===== src/rtl/fsk_rx_frame_ctrl_pkg.sv =====
// fsk_rx_frame_ctrl_pkg: shared state encoding, default word width and parity mode for the FSK frame receiver.
package fsk_rx_frame_ctrl_pkg;
  typedef enum logic [2:0] {IDLE = 3'd0, HUNT = 3'd1, DATA = 3'd2, PAR = 3'd3, STOP = 3'd4} state_t;
  localparam int DW_DEFAULT = 8;
`ifdef FSK_RX_PARITY_EN
  localparam bit PARITY_EN = 1'b1;
`else
  localparam bit PARITY_EN = 1'b0;
`endif
endpackage


===== src/rtl/fsk_rx_frame_ctrl_if.sv =====
// fsk_rx_frame_ctrl_if: demodulator strobes in, received-word valid/ready stream out.
interface fsk_rx_frame_ctrl_if
  import fsk_rx_frame_ctrl_pkg::*;
#(parameter int DW = DW_DEFAULT);
  logic fsk_start;
  logic fsk_res;
  logic ok_rx_bit;
  logic rx_bit;
  logic [DW-1:0] rx_data;
  logic rx_valid;
  logic rx_ready;
  modport slave (input fsk_start, fsk_res, ok_rx_bit, rx_bit, rx_ready, output rx_data, rx_valid);
  modport master (output fsk_start, fsk_res, ok_rx_bit, rx_bit, rx_ready, input rx_data, rx_valid);
endinterface


===== src/rtl/fsk_rx_frame_ctrl_fifo.sv =====
// fsk_rx_fifo: synchronous FIFO; a push to a full FIFO lands only when a pop frees the slot in the same clk.
module fsk_rx_fifo #(
  parameter int DW = 8,
  parameter int FIFO_DEPTH = 4
) (
  input  logic                          clk,
  input  logic                          rst,
  input  logic                          push,
  input  logic [DW-1:0]                 wdata,
  input  logic                          pop,
  output logic [DW-1:0]                 rdata,
  output logic                          full,
  output logic                          empty,
  output logic [$clog2(FIFO_DEPTH):0]   level
);
  localparam int AW = $clog2(FIFO_DEPTH);
  logic [DW-1:0] mem_q [FIFO_DEPTH];
  logic [DW-1:0] mem_d [FIFO_DEPTH];
  logic [AW-1:0] wr_q, wr_d, rd_q, rd_d;
  logic [AW:0] level_q, level_d;
  logic wr_en, rd_en;
  assign full  = level_q == (AW+1)'(FIFO_DEPTH);
  assign empty = level_q == '0;
  assign wr_en = push & (~full | pop);
  assign rd_en = pop & ~empty;
  assign rdata = empty ? '0 : mem_q[rd_q];
  assign level = level_q;
  always_comb begin
    mem_d = mem_q;
    if (wr_en) mem_d[wr_q] = wdata;
    wr_d    = wr_q + AW'(wr_en);
    rd_d    = rd_q + AW'(rd_en);
    level_d = level_q + (AW+1)'(wr_en) - (AW+1)'(rd_en);
  end
  always_ff @(posedge clk) mem_q <= mem_d;
  always_ff @(posedge clk) begin
    if (rst) begin
      wr_q    <= '0;
      rd_q    <= '0;
      level_q <= '0;
    end else begin
      wr_q    <= wr_d;
      rd_q    <= rd_d;
      level_q <= level_d;
    end
  end
endmodule


===== src/rtl/fsk_rx_frame_ctrl.sv =====
// fsk_rx_frame_ctrl: UART-style frame FSM over demodulator bit strobes, output FIFO and error counting.
// Define FSK_RX_PARITY_EN to insert an even-parity bit between the data bits and the stop bit.
module fsk_rx_frame_ctrl
  import fsk_rx_frame_ctrl_pkg::*;
#(
  parameter int DW         = DW_DEFAULT,
  parameter int FIFO_DEPTH = 4,
  parameter int ERRW       = 8
) (
  input  logic                         clk,
  input  logic                         rst,
  fsk_rx_frame_ctrl_if.slave           bus,
  output logic                         busy,
  output logic                         frame_err,
  output logic                         overrun,
  output logic [ERRW-1:0]              err_cnt,
  output logic [$clog2(FIFO_DEPTH):0]  fifo_level
);
  localparam int CW = $clog2(DW + 1);
`ifdef FSK_RX_PARITY_EN
  localparam state_t LAST = PAR;
`else
  localparam state_t LAST = STOP;
`endif
  state_t state_q, state_d;
  logic [CW-1:0] bit_cnt_q, bit_cnt_d;
  logic [DW-1:0] shreg_q, shreg_d;
  logic [ERRW-1:0] err_cnt_q, err_cnt_d;
  logic par_q, par_d, frame_err_q, frame_err_d, overrun_q, overrun_d;
  logic push, pop, full, empty, in_frame;
  assign in_frame = state_q inside {DATA, PAR, STOP};
  assign pop      = bus.rx_valid & bus.rx_ready;
  // par_q accumulates the XOR of data and parity bits; it stays 0 without the parity feature
  always_comb begin
    state_d     = state_q;
    bit_cnt_d   = bit_cnt_q;
    shreg_d     = shreg_q;
    par_d       = par_q;
    frame_err_d = 1'b0;
    push        = 1'b0;
    if (bus.fsk_start) begin
      state_d     = HUNT;
      frame_err_d = in_frame;
    end else if (bus.fsk_res) begin
      state_d     = IDLE;
      frame_err_d = in_frame;
    end else if (bus.ok_rx_bit) begin
      case (state_q)
        HUNT: begin
          state_d   = bus.rx_bit ? HUNT : DATA;
          bit_cnt_d = '0;
          par_d     = 1'b0;
        end
        DATA: begin
          shreg_d   = DW'({bus.rx_bit, shreg_q} >> 1);
          bit_cnt_d = bit_cnt_q + 1'b1;
`ifdef FSK_RX_PARITY_EN
          par_d     = par_q ^ bus.rx_bit;
`endif
          state_d   = (bit_cnt_q == CW'(DW - 1)) ? LAST : DATA;
        end
`ifdef FSK_RX_PARITY_EN
        PAR: begin
          par_d   = par_q ^ bus.rx_bit;
          state_d = STOP;
        end
`endif
        STOP: begin
          state_d     = HUNT;
          push        = bus.rx_bit & ~par_q;
          frame_err_d = ~(bus.rx_bit & ~par_q);
        end
        default: ;
      endcase
    end
    overrun_d = push & full & ~pop;
    err_cnt_d = ((frame_err_d | overrun_d) && err_cnt_q != '1) ? err_cnt_q + 1'b1 : err_cnt_q;
  end
  always_ff @(posedge clk) begin
    if (rst) begin
      state_q     <= IDLE;
      bit_cnt_q   <= '0;
      shreg_q     <= '0;
      par_q       <= 1'b0;
      frame_err_q <= 1'b0;
      overrun_q   <= 1'b0;
      err_cnt_q   <= '0;
    end else begin
      state_q     <= state_d;
      bit_cnt_q   <= bit_cnt_d;
      shreg_q     <= shreg_d;
      par_q       <= par_d;
      frame_err_q <= frame_err_d;
      overrun_q   <= overrun_d;
      err_cnt_q   <= err_cnt_d;
    end
  end
  fsk_rx_fifo #(.DW(DW), .FIFO_DEPTH(FIFO_DEPTH)) u_fifo (
    .clk   (clk),
    .rst   (rst),
    .push  (push),
    .wdata (shreg_q),
    .pop   (pop),
    .rdata (bus.rx_data),
    .full  (full),
    .empty (empty),
    .level (fifo_level)
  );
  assign bus.rx_valid = ~empty;
  assign busy         = state_q != IDLE;
  assign frame_err    = frame_err_q;
  assign overrun      = overrun_q;
  assign err_cnt      = err_cnt_q;
endmodule


===== src/flat_wrapper.sv =====
// flat-port wrapper written by rule: the top's interface ports become plain ports
module fsk_rx_frame_ctrl_flat import fsk_rx_frame_ctrl_pkg::*;
#(
  parameter int DW         = DW_DEFAULT,
  parameter int FIFO_DEPTH = 4,
  parameter int ERRW       = 8
)
  (clk, rst, busy, frame_err, overrun, err_cnt, fifo_level, bus_fsk_start, bus_fsk_res, bus_ok_rx_bit, bus_rx_bit, bus_rx_ready, bus_rx_data, bus_rx_valid);
  fsk_rx_frame_ctrl_if #(.DW(DW)) bus_i ();
  input  logic clk;
  input  logic rst;
  output logic busy;
  output logic frame_err;
  output logic overrun;
  output logic [ERRW-1:0] err_cnt;
  output logic [$clog2(FIFO_DEPTH):0] fifo_level;
  input wire logic [$bits(bus_i.fsk_start)-1:0] bus_fsk_start;
  input wire logic [$bits(bus_i.fsk_res)-1:0] bus_fsk_res;
  input wire logic [$bits(bus_i.ok_rx_bit)-1:0] bus_ok_rx_bit;
  input wire logic [$bits(bus_i.rx_bit)-1:0] bus_rx_bit;
  input wire logic [$bits(bus_i.rx_ready)-1:0] bus_rx_ready;
  output wire logic [$bits(bus_i.rx_data)-1:0] bus_rx_data;
  output wire logic [$bits(bus_i.rx_valid)-1:0] bus_rx_valid;
  assign bus_i.fsk_start = bus_fsk_start;
  assign bus_i.fsk_res = bus_fsk_res;
  assign bus_i.ok_rx_bit = bus_ok_rx_bit;
  assign bus_i.rx_bit = bus_rx_bit;
  assign bus_i.rx_ready = bus_rx_ready;
  assign bus_rx_data = bus_i.rx_data;
  assign bus_rx_valid = bus_i.rx_valid;
  fsk_rx_frame_ctrl #(.DW(DW), .FIFO_DEPTH(FIFO_DEPTH), .ERRW(ERRW)) u_core (.clk(clk), .rst(rst), .bus(bus_i), .busy(busy), .frame_err(frame_err), .overrun(overrun), .err_cnt(err_cnt), .fifo_level(fifo_level));
endmodule

===== config.mk =====
export PLATFORM = sky130hd
export DESIGN_NAME = fsk_rx_frame_ctrl_flat
export DESIGN_NICKNAME = d
export VERILOG_FILES = /design/src/rtl/fsk_rx_frame_ctrl_pkg.sv /design/src/rtl/fsk_rx_frame_ctrl_if.sv /design/src/rtl/fsk_rx_frame_ctrl_fifo.sv /design/src/rtl/fsk_rx_frame_ctrl.sv /design/src/flat_wrapper.sv
export SDC_FILE = /design/constraint.sdc
export NUM_CORES = 1
export LEC_CHECK = 0
export ABC_AREA = 1
export CORE_UTILIZATION = 60
export DETAILED_ROUTE_END_ITERATION = 7
export GPL_TIMING_DRIVEN = 1
export PLACE_DENSITY = 0.87
export SLEW_MARGIN = 40
export SYNTH_ARGS = -nofsm -noshare
export SYNTH_HDL_FRONTEND = slang
export SYNTH_HIERARCHICAL = 1
export SYNTH_SLANG_ARGS = --single-unit

===== constraint.sdc =====
create_clock -name clk -period 3.3 [get_ports clk]
set_clock_uncertainty 0.05 [all_clocks]
set_input_delay 0.66 -clock clk [delete_from_list [all_inputs] [get_ports clk]]
set_output_delay 0.66 -clock clk [all_outputs]
set_load 0.01 [all_outputs]

==> metrics.txt <==
status=finished, final reports clean; CTS tree=done; gpl congestion=0.837; Max stage delay on crit path=0.80 ns; unrepaired setup endpoints after global routing=false; IO buf count=29; Seq cells post-synth=64; Synth Area in Adders=2.42%; final WL=5720 um; Tcrit/Tclk final=87.4%; slowest stage cell, crit path=dfxtp_1; Relative slew margins=51.1%; die footprint=5110 um^2; Comb pwr share=3.2%; vias in the first global route=2,180; WP buf/inv=1; Residual DRC=0; GRT overflow=0; Ys Warns=6; Root Buffer=clkbuf_8; remaining antenna violation count=0; first-pass iteration count of the detailed router=4; Top delay family on crit path=flip-flops; layout cells sized above 1=11.4%; vias per cell=5.39; PwrDens=427 nW/um^2; r2r setup slk=0.56 ns; Int Power=1.12 mW; first-pass GRT wire length=9600 um; Worst path most repeated cell=nor2_1; PostCTS Resize Cnt=0; Synth Area in Simple Gates=21.8%; Synth cell types=33; Row Count=24; DR WL/cell=13.6 um; largest family of logic cells by synthesized area=simple AND/OR/NAND/NOR gates; largest net degree at the start of global routing=20; Setup-failing EPs final=0; total CTS buffers=9; Clock power frac=39.5%; Setup TNS=0 ns; Slew Viols, Final=0; synthesized area=2900 um^2; Post-CTS Setup Bufs=0; Synth Area in Compound Gates=11.4%; fin crit period=2.88 ns; initial DRC count=123; Main synth FF type=edfxtp_1; Seq pwr share=57.3%; GRT Total Usage=25.0%; clock latency on the worst-skew pair=0.34 ns; clock transition at the registers of the reported paths=0.07 ns; initial antenna violation count=0; num ports=30; DP HPWL=3840 um; Cell Area, Placed=3220 um^2; CP Data Required Time=2.59 ns; actual slew at the worst max-slew pin=0.733 ns; Psw=0.332 mW; EDFF count, synth=32; hold violation count in the final report=0; CTS H-tree lvls=3; CP Cell Sequence=nor2_1 > nor2_1 > o21ai_0 > a21oi_1 > clkdlybuf4s50_1; register area share after synthesis=55.2%; CP Capture Type=output port; Max Buffers Root-to-Sink=2; maxcap violations=0; core box area=4500 um^2; Mean Syn Cell Area=8.92 um^2; CP Class=reg2out; CP Max Fanout=19; post-synthesis cell count=325; fraction of registers with async set or reset after synthesis=0%; Syn-to-layout area delta=17.1%; Leakage=1.32 nW; Num Clock Sinks=64; worst hold path class=reg2reg; Die Ht=71.5 um; Sw Ratio=22.9%; Arr. time, crit path=2.17 ns; Final nets=375; net count after synthesis=337; hold buffer count at cts=0; worst vdd ir=327 uV; Max Fclk=0.347 GHz; n_diodes=0; Die W=71.5 um; vias=2,265; startpoint types=register; Final Cell Area=3390 um^2; mux cell area share after synthesis=0%; Synth Area in XOR/XNOR=1.81%; Initial Util=64.4%
## per-layer routing
metal  wire length [um]  track usage (%)
met1               2520             29.0
met2               2870             42.6
met3                207             5.34
met4                119             15.3
met5                  0                0
## path summary, 6_finish.rpt
check | startpoint | to | cells past startpoint
max | u_core/u_fifo/rd_q[0] | bus_rx_data[3] | 5
max reg2reg | u_core/u_fifo/level[1] | u_core/u_fifo/level[2] | 13
min reg2reg | u_core/bit_cnt_q[3] | u_core/bit_cnt_q[3] | 2
min | u_core/bit_cnt_q[3] | u_core/bit_cnt_q[3] | 2
## state kept, by name, indices dropped and copies added, names as in the netlist
register,cells
u_core/err_cnt,8
u_core/u_fifo/level,3
u_core/u_fifo/rd_q,2
u_core/bit_cnt_q,4
u_core/u_fifo/mem_q,32
u_core/state_q,3
u_core/u_fifo/wr_q,2
u_core/frame_err,1
u_core/overrun,1
u_core/shreg_q,8
## placed cells by master (no fill, tap or decap), types with 4 or more instances in the layout
master,n
nor2_1,69
nand2_1,40
inv_1,32
dfxtp_1,32
edfxtp_1,32
clkdlybuf4s50_1,29
a21oi_1,23
o21ai_0,23
nand3_1,15
clkbuf_8,9
o21ai_1,8
nand2_2,5
nor3_1,5
buf_4,5
inv_2,4
nand4_1,4
ha_1,4
## worst register-to-register path: stages (launching register included)
cell and delay [ns]:
dfxtp_1 0.43, nor2_1 0.11, nand2_2 0.10, clkinv_1 0.26, nor2_1 0.37, inv_1 0.07
nand3_1 0.10, nand2_2 0.10, xor2_1 0.21, ha_1 0.17, inv_1 0.04, fa_1 0.37
o21ai_0 0.19, a21oi_1 0.06
## Yosys cell counts (3+ instances only)
cell type   n  area [um^2]
nor2_1     69          259
nand2_1    40          150
dfxtp_1    32          641
edfxtp_1   32          961
inv_1      32          120
a21oi_1    23          115
o21ai_0    23          115
nand3_1    15         75.1
o21ai_1     8         40.0
nand2_2     5         31.3
nor3_1      5         25.0
ha_1        4         50.1
inv_2       4         15.0
nand4_1     4         25.0
buf_6       3         33.8
xnor2_1     3         26.3
xor2_1      3         26.3
## kinds of logic after synthesis
| group | Yosys count |
|---|---|
| AO/OA/AOI/OAI | 60 |
| XOR/XNOR | 6 |
| adder cells (fa/ha/maj) | 5 |
| buffers and inverters | 45 |
| flip-flops | 64 |
| AND/OR/NAND/NOR | 145 |
## power by group through the flow
stage          clock network, mW  registers (mW)  logic (mW)
2_1_floorplan                  0           0.849      0.0258
3_3_place_gp                   0           0.849      0.0444
3_5_place_dp                   0           0.849      0.0455
4_1_cts                    0.582           0.831      0.0459
5_1_grt                    0.615           0.831      0.0509
6_report                   0.573           0.831      0.0461
## metrics by stage
stage / std cells / setup WS [ns] / power (mW) / utilization [%] / hold WS [ns]
after floorplan: 325 / 0.955 / 0.874 / - / 0.403
after detailed placement: 404 / 0.276 / 0.895 / 71.6 / 0.420
final: 420 / 0.417 / 1.45 / 75.4 / 0.431
after global routing: 420 / 0.252 / 1.50 / 75.4 / 0.453
after global placement: 404 / 0.369 / 0.893 / 71.6 / 0.420
after CTS: 420 / 0.400 / 1.46 / 75.4 / 0.431
## area by class of cell
| class | instances | area (um^2) |
|---|---|---|
| inverter | 38 | 145 |
| clock inverter | 7 | 47.5 |
| fill | 317 | 1110 |
| tap | 52 | 65.1 |
| multi-input combinational | 216 | 1080 |
| clock buffer | 9 | 124 |
| sequential | 64 | 1600 |
| timing repair buffer | 34 | 328 |
No activity file was read; power rests on OpenSTA's default activity.
